## config.mk

```make
export PLATFORM = sky130hd
export DESIGN_NAME = dmem_arbiter
export DESIGN_NICKNAME = d
export VERILOG_FILES = /design/src/rtl/dmem_pkg.sv /design/src/rtl/rr_burst_arb.sv /design/src/rtl/dmem_arbiter.sv
export SDC_FILE = /design/constraint.sdc
export NUM_CORES = 1
export LEC_CHECK = 0
export CAP_MARGIN = 0
export CORE_MARGIN = 2
export CORE_UTILIZATION = 38
export DETAILED_ROUTE_END_ITERATION = 7
export GPL_TIMING_DRIVEN = 0
export PLACE_DENSITY = 0.94
export REMOVE_ABC_BUFFERS = 1
export SLEW_MARGIN = 20
export SYNTH_ARGS = -nofsm -noshare
export SYNTH_HDL_FRONTEND = slang
export SYNTH_SLANG_ARGS = --single-unit
export TNS_END_PERCENT = 10
```

## constraint.sdc

```tcl
create_clock -name clk -period 2.4 [get_ports clk]
set_input_delay 0.24 -clock clk [delete_from_list [all_inputs] [get_ports clk]]
set_output_delay 0.24 -clock clk [all_outputs]
set_load 0.01 [all_outputs]
```

## src/rtl/dmem_pkg.sv

```systemverilog
// Shared constants and types for the two-port data-memory arbiter.
// Port ids double as the bit index of each requester in req/gnt vectors.
package dmem_pkg;

  localparam int DATA_W = 32;
  localparam int ADDR_W = 3;

  typedef enum logic {
    PORT_C = 1'b0,
    PORT_D = 1'b1
  } port_id_e;

endpackage

```

## src/rtl/rr_burst_arb.sv

```systemverilog
// Two-way burst-limited round-robin grant logic with owner and burst counter.
// The counter saturates at MAX_BURST; the owner only loses a tie once it gets there.
module rr_burst_arb
  import dmem_pkg::*;
#(
  parameter int MAX_BURST = 4
) (
  input  logic       clk,
  input  logic       rst,
  input  logic [1:0] req,
  output logic [1:0] gnt,
  output port_id_e   gnt_port
);

  localparam int CNT_W = $clog2(MAX_BURST) + 1;
  localparam logic [CNT_W-1:0] BURST_LIM = CNT_W'(MAX_BURST);
  localparam logic [CNT_W-1:0] CNT_ONE   = CNT_W'(1);
  localparam logic [CNT_W-1:0] CNT_ZERO  = CNT_W'(0);

  port_id_e         owner;
  logic [CNT_W-1:0] cnt;

  // Combinational grant decision from the request pair, owner and burst count
  always_comb begin
    gnt      = 2'b00;
    gnt_port = PORT_C;
    case (req)
      2'b01: begin
        gnt      = 2'b01;
        gnt_port = PORT_C;
      end
      2'b10: begin
        gnt      = 2'b10;
        gnt_port = PORT_D;
      end
      2'b11: begin
        if (cnt < BURST_LIM) begin
          gnt_port = owner;
        end else if (owner == PORT_C) begin
          gnt_port = PORT_D;
        end else begin
          gnt_port = PORT_C;
        end
        if (gnt_port == PORT_D) begin
          gnt = 2'b10;
        end else begin
          gnt = 2'b01;
        end
      end
      default: begin
        gnt      = 2'b00;
        gnt_port = PORT_C;
      end
    endcase
  end

  // Owner/burst-count update; an idle cycle ends the burst but keeps ownership
  always_ff @(posedge clk) begin
    if (rst) begin
      owner <= PORT_C;
      cnt   <= CNT_ZERO;
    end else if (gnt == 2'b00) begin
      owner <= owner;
      cnt   <= CNT_ZERO;
    end else if (gnt_port == owner) begin
      owner <= owner;
      if (cnt < BURST_LIM) begin
        cnt <= cnt + CNT_ONE;
      end else begin
        cnt <= cnt;
      end
    end else begin
      owner <= gnt_port;
      cnt   <= CNT_ONE;
    end
  end

endmodule

```

## src/rtl/dmem_arbiter.sv

```systemverilog
// Arbiter/sequencer between the core (C) and debug loader (D) ports of a
// single-port data memory; read data returns one cycle after grant.
module dmem_arbiter #(
  parameter int DATA_W    = dmem_pkg::DATA_W,
  parameter int ADDR_W    = dmem_pkg::ADDR_W,
  parameter int MAX_BURST = 4
) (
  input  logic              clk,
  input  logic              rst,
  input  logic              c_req,
  input  logic              c_we,
  input  logic [ADDR_W-1:0] c_addr,
  input  logic [DATA_W-1:0] c_wdata,
  output logic              c_gnt,
  output logic              c_rvalid,
  output logic [DATA_W-1:0] c_rdata,
  input  logic              d_req,
  input  logic              d_we,
  input  logic [ADDR_W-1:0] d_addr,
  input  logic [DATA_W-1:0] d_wdata,
  output logic              d_gnt,
  output logic              d_rvalid,
  output logic [DATA_W-1:0] d_rdata,
  output logic [DATA_W-1:0] mem_access_addr,
  output logic [DATA_W-1:0] mem_write_data,
  output logic              mem_write_en,
  output logic              mem_read,
  input  logic [DATA_W-1:0] mem_read_data
);
  import dmem_pkg::*;

  localparam logic [DATA_W-ADDR_W-1:0] ADDR_PAD = {(DATA_W-ADDR_W){1'b0}};

  logic [1:0] gnt;
  port_id_e   gnt_port;
  logic       c_rd_hit;
  logic       d_rd_hit;

  rr_burst_arb #(
    .MAX_BURST(MAX_BURST)
  ) u_arb (
    .clk     (clk),
    .rst     (rst),
    .req     ({d_req, c_req}),
    .gnt     (gnt),
    .gnt_port(gnt_port)
  );

  assign c_gnt    = gnt[0];
  assign d_gnt    = gnt[1];
  assign c_rd_hit = gnt[0] & ~c_we;
  assign d_rd_hit = gnt[1] & ~d_we;

  // Memory-side mux: only the granted port reaches the memory, idle drives zeros
  always_comb begin
    mem_access_addr = {DATA_W{1'b0}};
    mem_write_data  = {DATA_W{1'b0}};
    mem_write_en    = 1'b0;
    mem_read        = 1'b0;
    if (gnt != 2'b00) begin
      case (gnt_port)
        PORT_C: begin
          mem_access_addr = {ADDR_PAD, c_addr};
          mem_write_data  = c_wdata;
          mem_write_en    = c_we;
          mem_read        = ~c_we;
        end
        PORT_D: begin
          mem_access_addr = {ADDR_PAD, d_addr};
          mem_write_data  = d_wdata;
          mem_write_en    = d_we;
          mem_read        = ~d_we;
        end
        default: begin
          mem_access_addr = {DATA_W{1'b0}};
          mem_write_data  = {DATA_W{1'b0}};
          mem_write_en    = 1'b0;
          mem_read        = 1'b0;
        end
      endcase
    end else begin
      mem_access_addr = {DATA_W{1'b0}};
      mem_write_data  = {DATA_W{1'b0}};
      mem_write_en    = 1'b0;
      mem_read        = 1'b0;
    end
  end

  // Read return: capture data for the granted reader; the other port's rdata is held
  always_ff @(posedge clk) begin
    if (rst) begin
      c_rvalid <= 1'b0;
      d_rvalid <= 1'b0;
      c_rdata  <= {DATA_W{1'b0}};
      d_rdata  <= {DATA_W{1'b0}};
    end else begin
      c_rvalid <= c_rd_hit;
      d_rvalid <= d_rd_hit;
      if (c_rd_hit) begin
        c_rdata <= mem_read_data;
      end else begin
        c_rdata <= c_rdata;
      end
      if (d_rd_hit) begin
        d_rdata <= mem_read_data;
      end else begin
        d_rdata <= d_rdata;
      end
    end
  end

endmodule

```

==> impl_metrics.tcl, run 1 <==
set metrics [dict create \
    status "complete, but fails checks" \
    violations "negative setup slack" \
    cts_buffers 9 \
    ant_nets 0 \
    arrival_ps 2180 \
    routed_via_density 4.873 \
    seqPwrFrac 0.415 \
    crit_required_ps 2160 \
    drive_above_1_share 0.06333 \
    n_antenna_cell 0 \
    cts-root-buf "clkbuf_8" \
    htree_levels 3 \
    async_reset_ff_frac 0 \
    syn_area_per_cell_um2 8.816 \
    synthTopCellsByArea "dfxtp_1, mux2i_1, nand2_1" \
    antenna_found_initial 0 \
    path_clk_slew_ps 70 \
    hold_slack_ps 456.3 \
    worst_setup_path_end_kind "output port" \
    synth_cells 394 \
    num_vias 3450 \
    pwr-share-comb 0.262 \
    p_leak_nw 2.676 \
    finalPower_mw 3.008 \
    gp_congestion 0.8120 \
    drt_wl_total_um 11900 \
    wire_per_inst_um 16.81 \
    cts_tree "yes" \
    finalNetCount 705 \
    die_h_um 99.61 \
    cp_max_fo 18 \
    dieArea_um2 9921 \
    worst_pin_slew_ps 867.3 \
    setup_viol 1 \
    drv_slew 0 \
    clk_latency_ps 330 \
    crit_path_start_kind "primary input" \
    yosysWarnings 0 \
    fp-row-count 34 \
    ys.flop_type "dfxtp_1" \
    port_buffers 212 \
    min_path_type "reg -> reg" \
    holdBufCountCts 0 \
    syn_to_final_growth_pct 69.52 \
    crit_type "in -> out" \
    synth_commonest_cells "nand2_1, dfxtp_1, mux2i_1" \
    post-place-ws_ps -824.3 \
    power.switching_uw 792.8 \
    yosys.area.top_type "dfxtp_1" \
    drt_iter0_drc 92 \
    start_util 0.3944 \
    grt_pass1_vias 3488 \
    fin_worst_skew_ps 6.564 \
    grt_pass1_wl_um 17570 \
    grt_remaining_overflow 0 \
    ir_drop_v 0.0004070 \
    stdcell_area_um2 5888 \
    grt_setup_unrepaired "yes" \
    drtPass1Iterations 4 \
    setup_tns_ps -20.60 \
    drc 0 \
    intPower_mw 2.216 \
    fmax_mhz 413.1 \
    grt.total_usage 0.2245 \
    period_minus_slack_ps 2421 \
    die_x_um 99.61 \
    p_per_area_nw_per_um2 510.9 \
    yosys.area.top_type_share 0.4035 \
    synth_edf_count 0 \
    grt_start_max_net_pins 98 \
    min_period_over_period 1.009 \
    core_um2 8806 \
    maxCapViolCount 0 \
    ios 242 \
    ys_seq_area_frac 0.4035 \
    clock_power_share 0.324 \
    setup_slack_ps -20.60 \
    maxSlewHeadroom 0.4218 \
    ys_ff_latch 70 \
    post_dp_cell_area_um2 5564 \
    finalHoldViolations 0 \
    clockBufferDepth 2 \
    synth_most_common_cell "nand2_1" \
    switching_share 0.2635 \
    synth.distinct_cells 29 \
    syn-cell-area_um2 3473 \
    numClockSinks 70 \
    place_hpwl_um 8593 \
]
## per-layer routing
layer / vias up / track usage / part of all wire
met5: - / 0 / 0
met4: 0 / 0.08535 / 0.030
met3: 26 / 0.08011 / 0.095
met2: 163 / 0.4038 / 0.50
met1: 1586 / 0.2403 / 0.37
li1: 1675 / - / -
## power by group through the flow
stage                     Sequential (mW)  Combinational, mW  Clock (mW)
after floorplan                      1.30              0.277           0
after global placement               1.27              0.761           0
after detailed placement             1.27              0.790           0
after CTS                            1.25              0.789        1.01
after global routing                 1.25              0.835        1.04
final                                1.25              0.787       0.974
## repair_timing
action,in CTS,in global routing
hold endpoints to repair,0,0
gates cloned,1,0
pin swaps,4,0
resized for setup,29,17
buffers inserted,4,2
endpoints found under the setup margin,39,17
## worst max-delay path, stage by stage
cell and delay [ps]:
dlygate4sd2_1 630, nor2b_1 350, o21ai_4 150, buf_16 190, nand2_1 80, clkdlybuf4s50_1 530
## cells by family (layout without fill, tap and decap cells)
logic type / after synthesis / in the layout / synth area share
AND/OR/NAND/NOR: 142 / 142 / 0.1563
flip-flops: 70 / 70 / 0.4035
multiplexers: 66 / 66 / 0.1902
buffers and inverters: 64 / 241 / 0.1174
AO/OA/AOI/OAI: 48 / 49 / 0.1207
XOR/XNOR: 2 / 2 / 0.007206
adder cells (fa/ha/maj): 1 / 1 / 0.003602
other: 1 / 29 / 0.001080
## registers in the layout (all words and copies together), names as in the netlist
register and count:
c_rdata 32, u_arb.owner 1, d_rdata 32, c_rvalid 1
d_rvalid 1, u_arb.cnt 3
## per-stage QoR
stage,util,cells
2_1_floorplan,-,363
4_1_cts,0.6611,706
6_report,0.6687,708
5_1_grt,0.6687,708
3_5_place_dp,0.6319,686
3_3_place_gp,0.6185,683
## final timing paths
kind / from / to / slack, ps / depth (start not counted)
setup / recovery: c_req / mem_read / -20 / 6
hold / removal: c_rdata[6] / c_rdata[6] / 460 / 2
setup reg to reg: u_arb.cnt[2] / d_rdata[14] / 740 / 5
hold reg to reg: c_rdata[6] / c_rdata[6] / 460 / 2
## layout make-up
type,instances,area [um2]
Clock buffer,12,165.2
Clock inverter,3,42.54
Fill cell,698,2918
Inverter,5,25.02
Multi-Input combinational cell,289,1849
Sequential cell,70,1406
Tap cell,108,135.1
Timing Repair Buffer,221,2265
## cells in the final DEF, fill, tap and decap left out, types with 4 or more instances in the layout
cell type,synthesis,layout
clkdlybuf4s50_1,0,174
nand2_1,134,134
dlymetal6s2s_1,0,16
dfxtp_1,70,68
dlygate4sd2_1,0,21
a2bb2oi_1,35,35
conb_1,1,29
clkbuf_8,0,12
o21ai_4,0,4
buf_4,32,6
mux2i_1,66,66
Power figures use the tool's default switching activity.
==> run 2, diff against run 1 <==
Settings changed: SLEW_MARGIN 20 to 5.
==> run 2 against run 1 <==
  * The run now ends clean
  * Routed wire length rose by 2.5%
  * Maximum frequency rose by 4.3%
  * Highest routed layer unchanged
  * Global-route usage rose by 0.40 points
  * Core utilization rose by 1.0 points
  * Critical path depth fell by 1
  * Critical path type is now reg -> out
  * Setup slack improved by 100 ps
  * Register-to-register slack got worse by 160 ps
  * Sequential share of layout area fell by 0.35 points
  * Final area rose by 1.5%
==> impl_metrics.tcl, run 2 (synthesis results as in run 1) <==
set metrics [dict create \
    status "finished clean" \
    place_hpwl_um 8366 \
    ir_drop_v 0.0004815 \
    setup_viol 0 \
    cp-endpoint "mem_write_data[11]" \
    mostFrequentLayoutCells "clkdlybuf4s50_1, nand2_1, dfxtp_1, mux2i_1, a2bb2oi_1" \
    crit_path_start "u_arb.owner" \
    maxCapViolCount 0 \
    crit_path_start_kind "flip-flop" \
    finalPower_mw 3.085 \
    clock_power_share 0.329 \
    drt-met1-wl_um 4790 \
    switching_share 0.2597 \
    finalHoldViolations 0 \
    syn_to_final_growth_pct 72.08 \
    layoutNonFillerInstCount 718 \
    gp_congestion 0.8120 \
    wl_met3_um 1078 \
    finalNetCount 716 \
    hold_slack_ps 461.2 \
    cts_tree "yes" \
    seqPwrFrac 0.404 \
    min_path_type "reg -> reg" \
    placedCellCount 683 \
    grt_pass1_wl_um 17950 \
    ant_nets 0 \
    cts_buffers 9 \
    crit_required_ps 2160 \
    drc 0 \
    path_clk_slew_ps 70 \
    cts-root-buf "clkbuf_8" \
    regToRegSetupSlack_ps 580 \
    p_per_area_nw_per_um2 516.1 \
    dieArea_um2 9921 \
    clockBufferDepth 2 \
    layout_commonest_cell "clkdlybuf4s50_1" \
    num_vias 3500 \
    grt_start_max_net_pins 98 \
    r2r_cells 5 \
    die_x_um 99.61 \
    fp-row-count 34 \
    intPower_mw 2.284 \
    start_util 0.3944 \
    worst_pin_slew_ps 1075 \
    crit_type "reg -> out" \
    reg2reg_from "u_arb.owner" \
    drtPass1Iterations 4 \
    antenna_found_initial 0 \
    worst_setup_path_end_kind "output port" \
    n_antenna_cell 0 \
    clk_latency_ps 330 \
    drive_above_1_share 0.08689 \
    drv_slew 0 \
    min_period_over_period 0.9667 \
    numClockSinks 70 \
    die_h_um 99.61 \
    htree_levels 3 \
    port_buffers 212 \
    wire_per_inst_um 16.98 \
    drt_iter0_drc 102 \
    fin_worst_skew_ps 4.679 \
    routed_via_density 4.875 \
    core_um2 8806 \
    maxSlewHeadroom 0.2791 \
    period_minus_slack_ps 2320 \
    arrival_ps 2080 \
    cp_max_fo 18 \
    drt_wl_total_um 12190 \
    power.switching_uw 801.0 \
    met2_length_um 6098 \
    grt.total_usage 0.2285 \
    top_regs "c_rdata: 32 flops, d_rdata: 32 flops, u_arb.cnt: 3 flops" \
    top_layer "met4" \
    r2r_end "c_rdata[5]" \
    grt_pass1_vias 3523 \
    fmax_mhz 431.0 \
    p_leak_nw 2.573 \
    pwr-share-comb 0.267 \
    ios 242 \
    holdBufCountCts 0 \
    grt_remaining_overflow 0 \
]
run 2: cell types whose count changed in the layout (fill, tap and decap cells not counted), moves of 4 or more:
cell and change:
a2bb2oi_1 -4, a2bb2oi_2 +4, buf_12 +4, buf_4 +8, clkdlybuf4s50_1 +14, dlymetal6s2s_1 -13
run 2: worst min-delay path by stage:
stage,cells after the start,from,slack (ps),end
floorplan,1,rst,310,c_rvalid
global placement,2,c_rdata[22],440,c_rdata[22]
detailed placement,2,d_rdata[0],450,d_rdata[0]
CTS,2,d_rdata[14],460,d_rdata[14]
global route,2,d_rdata[0],480,d_rdata[0]
finish,2,d_rdata[14],460,d_rdata[14]
run 2: area by class of cell:
type | instances | area, um2
multi-input cells | 291 | 1892
repair buffers | 230 | 2310
clock buffers | 10 | 137.6
clock inverters | 4 | 72.57
flip-flops and latches | 70 | 1406
fillers | 694 | 2829
inverters | 5 | 23.77
well taps | 108 | 135.1
run 2: per-stage QoR:
step | area, um2 | setup WS (ps) | util | setup TNS [ps]
after floorplan | 3189 | 5.647 | - | 0
after global placement | 5446 | -2380 | 0.6185 | -144820
after detailed placement | 5477 | -1990 | 0.6219 | -115320
after CTS | 5868 | -45.78 | 0.6664 | -430.1
after global routing | 5977 | -11.50 | 0.6787 | -22.34
final | 5977 | 79.92 | 0.6787 | 0
run 2: worst max-delay path: stages, from the launching register on:
cell and delay, ps:
dfxtp_2 380, xnor2_4 340, o21ai_4 110, buf_12 170
a2bb2oi_1 180, clkdlybuf4s50_1 570
run 2: timing repair:
item,4_1_cts,5_1_grt
gates resized for setup,38,6
endpoints found under the setup margin,91,19
buffers inserted,10,7
pin swaps,7,2
cloned,3,0
run 2: power by group through the flow:
| stage | Sequential [mW] | Combinational (mW) | Clock, mW |
|---|---|---|---|
| floorplan | 1.30 | 0.277 | 0 |
| global placement | 1.27 | 0.761 | 0 |
| detailed placement | 1.27 | 0.777 | 0 |
| CTS | 1.25 | 0.806 | 1.04 |
| global route | 1.25 | 0.873 | 1.08 |
| finish | 1.25 | 0.823 | 1.01 |
run 2: per-layer routing:
metal	vias up	global-route usage
met5	-	0
met4	0	0.07271
met3	18	0.08011
met2	151	0.4132
met1	1632	0.2495
li1	1699	-
